==> src/rtl/spi_in_pkg.sv <==
// Shared constants for the serial receive blocks: word width, bit-counter
// width and the boolean constants used across them.
package spi_in_pkg;

    localparam int   WORD_WIDTH = 16;
    localparam int   CNT_WIDTH  = 4;
    localparam logic FALSE      = 1'b0;
    localparam logic TRUE       = 1'b1;

endpackage

==> src/rtl/spi_in_fifo.sv <==
// First-word-fall-through receive FIFO. The head word is visible on readData
// whenever the FIFO is non-empty and reads as zero when empty.
module spi_in_fifo
    import spi_in_pkg::*;
#(
    parameter int DEPTH = 4
) (
    input  logic                  clock,
    input  logic                  resetN,
    input  logic                  push,
    input  logic [WORD_WIDTH-1:0] pushData,
    input  logic                  pop,
    output logic [WORD_WIDTH-1:0] readData,
    output logic                  full,
    output logic                  empty,
    output logic [4:0]            level
);

    localparam int PTR_W = $clog2(DEPTH);

    logic [WORD_WIDTH-1:0] mem [DEPTH];
    logic [PTR_W-1:0]      wrPtr;
    logic [PTR_W-1:0]      rdPtr;
    logic                  popOk;
    logic                  pushOk;

    assign empty    = (level == 5'd0);
    assign full     = (level == 5'(DEPTH));
    assign popOk    = pop && !empty;
    // A pop on the same edge frees the slot, so a push into a full FIFO still lands.
    assign pushOk   = push && (!full || popOk);
    assign readData = empty ? '0 : mem[rdPtr];

    always_ff @(posedge clock or negedge resetN) begin
        if (!resetN) begin
            wrPtr <= '0;
            rdPtr <= '0;
            level <= 5'd0;
        end else begin
            if (pushOk) wrPtr <= wrPtr + PTR_W'(1);
            if (popOk)  rdPtr <= rdPtr + PTR_W'(1);
            level <= level + 5'(pushOk) - 5'(popOk);
        end
    end

    always_ff @(posedge clock) begin
        if (pushOk) mem[wrPtr] <= pushData;
    end

endmodule

==> src/rtl/spi_in.sv <==
// Serial-to-parallel receiver: deserializes MSB-first 16-bit words framed by
// chipSelectN into a FWFT FIFO and keeps sticky overflow / frame-error flags.
module spi_in
    import spi_in_pkg::*;
#(
    parameter int DEPTH = 4
) (
    input  logic                  clock,
    input  logic                  resetN,
    input  logic                  chipSelectN,
    input  logic                  MOSI,
    input  logic                  readAck,
    input  logic                  clearErrors,
    output logic [WORD_WIDTH-1:0] readData,
    output logic                  readValid,
    output logic [4:0]            level,
    output logic                  overflow,
    output logic                  frameError
);

    // Read handshake: readValid is high while a word is held; a word is consumed
    // at any edge where readAck and readValid are both high. readAck alone is ignored.

    // Only 15 bits are stored: the 16th bit goes straight from MOSI into the word.
    logic [WORD_WIDTH-2:0] shiftReg;
    logic [CNT_WIDTH-1:0]  bitCount;
    logic                  wordDone;
    logic                  popOk;
    logic                  fifoFull;
    logic                  fifoEmpty;
    logic                  dropEvent;
    logic                  frameEvent;

    assign wordDone   = !chipSelectN && (bitCount == '1);
    assign readValid  = !fifoEmpty;
    assign popOk      = readAck && readValid;
    assign dropEvent  = wordDone && fifoFull && !popOk;
    assign frameEvent = chipSelectN && (bitCount != '0);

    always_ff @(posedge clock or negedge resetN) begin
        if (!resetN) begin
            bitCount <= '0;
            shiftReg <= '0;
        end else if (chipSelectN) begin
            bitCount <= '0;
            shiftReg <= '0;
        end else begin
            bitCount <= bitCount + CNT_WIDTH'(1);
            shiftReg <= {shiftReg[WORD_WIDTH-3:0], MOSI};
        end
    end

    // Error flags are sticky; a new event on the clearing edge keeps the flag set.
    always_ff @(posedge clock or negedge resetN) begin
        if (!resetN) begin
            overflow   <= FALSE;
            frameError <= FALSE;
        end else begin
            overflow   <= (overflow && !clearErrors) || dropEvent;
            frameError <= (frameError && !clearErrors) || frameEvent;
        end
    end

    spi_in_fifo #(
        .DEPTH(DEPTH)
    ) u_fifo (
        .clock    (clock),
        .resetN   (resetN),
        .push     (wordDone),
        .pushData ({shiftReg, MOSI}),
        .pop      (readAck),
        .readData (readData),
        .full     (fifoFull),
        .empty    (fifoEmpty),
        .level    (level)
    );

endmodule
==> config.mk <==
export PLATFORM = sky130hd
export DESIGN_NAME = spi_in
export DESIGN_NICKNAME = d
export VERILOG_FILES = /design/src/rtl/spi_in_pkg.sv /design/src/rtl/spi_in_fifo.sv /design/src/rtl/spi_in.sv
export SDC_FILE = /design/constraint.sdc
export NUM_CORES = 1
export LEC_CHECK = 0
export CELL_PAD_IN_SITES_DETAIL_PLACEMENT = 1
export CELL_PAD_IN_SITES_GLOBAL_PLACEMENT = 1
export CORE_MARGIN = 4
export CORE_UTILIZATION = 46
export CTS_CLUSTER_SIZE = 10
export DETAILED_ROUTE_END_ITERATION = 8
export PLACE_DENSITY = 0.71
export SETUP_SLACK_MARGIN = 0.2
export SLEW_MARGIN = 0
export SYNTH_ARGS = -nofsm -noshare
export SYNTH_HDL_FRONTEND = slang
export SYNTH_SLANG_ARGS = --single-unit
==> constraint.sdc <==
create_clock -name clock -period 3.65 [get_ports clock]
set_input_delay 0.73 -clock clock [delete_from_list [all_inputs] [get_ports clock]]
set_output_delay 0.73 -clock clock [all_outputs]
set_load 0.1 [all_outputs]
==> out/metrics.cfg <==
[global_routing]
grt_overflow_total=0
gr-usage-all-layers_pct=14.14
grt_pass1_vias=1994
grt_max_degree=31
antenna_found_initial=0
grt_pass1_wl_um=10510

[timing]
slew_headroom_pct=34.53
setup_ws_ns=0.5980
drv_slew=0
fin_crit_sh_pct=83.62
fin_hold_ws_ns=0.4867
hold_viol=0
skew_ns=0.01510
setup_viol=0
rsz0062_at_grt=false
tns_ns=0
max_freq_mhz=327.7
tightestPinTransition_ns=0.9789
layout_min_cycle_time_ns=3.052

[layout]
area_delta_synth_final_pct=16.73
final_cell_mix=64 x edfxtp_1, 31 x nor2b_1, 30 x dfrtp_1, 26 x buf_4, 14 x inv_1
drive_gt1_share_pct=21.79
diodes=0
final_common_cell=edfxtp_1
final_nets=271
layout.cells.non_filler=359

[routing]
drc=0
viasPerCell=5.045
dr.first_iter.drc_count=69
wl_met2_um=3210
wl_met1_um=2823
wl_um=6310
highest_layer=met4
vias=1811
ant_nets=0
wire_per_inst_um=17.58
wl_met3_um=164
drt_pre_antenna_iters=4

[synthesis]
syn-num-nets=229
ys_seq_elements=94
synth_cell_type_count=32
yosysWarnings=0
ys_seq_area_share_pct=69.94
syn_area_per_cell_um2=18.20
syn_area_um2=3821
netlist_instances=210

[status]
status=finished clean

[hold_path]
hold_start=bitCount[0]
hold-path-cell-count=1
holdCritPathClass=reg2reg

[clocking]
cts-root-buf=clkbuf_8
post_cts_buffers=0
tritoncts=done
h-tree-depth=3
cts_buffers=9
cts_buffer_depth=2
cts_resized=0
cts_num_sinks=94
clk_latency_ns=0.35
cts_hold_buf=0
clk_pin_slew_ns=0.08

[job]
max_cap_viol_count=0

[die]
start_util_pct=48.45
die_x_um=99.14
core_area_um2=7888
dieHeight_um=99.14
row_count=32
die_area_um2=9829
ios=30

[setup_path]
path_max_fanout=13
reg2reg_depth=11
regToRegSetupSlack_ns=1.22
r2r_start=u_fifo.level[2]
arrival_ns=2.32
path_class=reg2out
critPathCaptureType=output port
required_ns=2.92
critical_path.startpoint_type=register
cp-startpoint=u_fifo.rdPtr[0]

[place]
pre_cts_ws_ns=0.8463
dp.cells=343
gp_congestion=0.7110
place_hpwl_um=4087
io_buffers=29

==> per-layer routing <==
metal | vias up | track usage (%)
li1 | 847 | -
met1 | 929 | 17.90
met2 | 26 | 24.07
met3 | 9 | 2.314
met4 | 0 | 6.303
met5 | - | 0
==> flip-flops by register name (all words and copies together) (netlist names) <==
| register | cells |
|---|---|
| u_fifo.mem | 64 |
| shiftReg | 15 |
| overflow | 1 |
| u_fifo.wrPtr | 2 |
| u_fifo.rdPtr | 2 |
| frameError | 1 |
| u_fifo.level | 5 |
| bitCount | 4 |
==> Yosys cell counts <==
cell | number | area [um2]
xor2_1 | 6 | 52.55
o21ai_0 | 1 | 5.000
nand2b_1 | 1 | 6.260
nand2_1 | 1 | 3.750
a21o_1 | 1 | 7.510
o21bai_1 | 1 | 7.510
ha_1 | 12 | 150.1
buf_2 | 2 | 10.01
o22ai_1 | 1 | 6.260
buf_4 | 1 | 7.510
dfrtp_1 | 30 | 750.7
mux4_2 | 8 | 180.2
edfxtp_1 | 64 | 1922
xnor2_1 | 3 | 26.28
o31ai_1 | 1 | 7.510
buf_6 | 1 | 11.26
mux2_2 | 1 | 11.26
nor2b_1 | 31 | 193.9
inv_1 | 14 | 52.55
nor4b_4 | 1 | 23.77
nand3_1 | 2 | 10.01
nor2b_4 | 2 | 27.53
mux4_1 | 8 | 210.2
and2_1 | 4 | 25.02
a31oi_4 | 1 | 21.27
buf_12 | 1 | 20.02
a21oi_1 | 2 | 10.01
nor3_2 | 1 | 10.01
fa_1 | 1 | 20.02
nor2_1 | 4 | 15.01
clkbuf_1 | 2 | 7.510
nand4b_1 | 1 | 8.760
==> critical path: stages, from the launching register on <==
cell	delay, ns
dfrtp_1	0.81
buf_4	0.29
mux4_2	0.50
nor2b_1	0.14
buf_4	0.24
==> final cells by class <==
type | instances | area, um2
Tap cell | 102 | 127.6
Clock inverter | 6 | 115.1
Fill cell | 713 | 3427
Inverter | 14 | 52.55
Timing Repair Buffer | 38 | 315.3
Clock buffer | 10 | 137.6
Multi-Input combinational cell | 95 | 1040
Sequential cell | 94 | 2673
==> final timing paths <==
kind                                   endpoint
worst max-delay path               readData[13]
worst min-delay path                bitCount[0]
worst max register to register  u_fifo.level[4]
worst min register to register      bitCount[0]
max in group asynchronous       u_fifo.rdPtr[0]
min in group asynchronous           shiftReg[9]
==> cells by family after synthesis <==
group | synth area share, %
AO/OA/AOI/OAI | 1.703
buffers and inverters | 2.849
flip-flops | 69.94
XOR/XNOR | 2.063
adder cells (fa/ha/maj) | 4.453
multiplexers | 10.51
AND/OR/NAND/NOR | 8.481
==> stage by stage <==
| stage | util [%] | area, um2 |
|---|---|---|
| after detailed placement | 53.35 | 4208 |
| after floorplan | - | 3821 |
| after global routing | 56.55 | 4461 |
| after CTS | 56.55 | 4461 |
| final | 56.55 | 4461 |
| after global placement | 53.35 | 4208 |
Power is left out: the tool's default activity adds up to more than one toggle a clock period on the data nets, which glitch-free logic cannot reach.
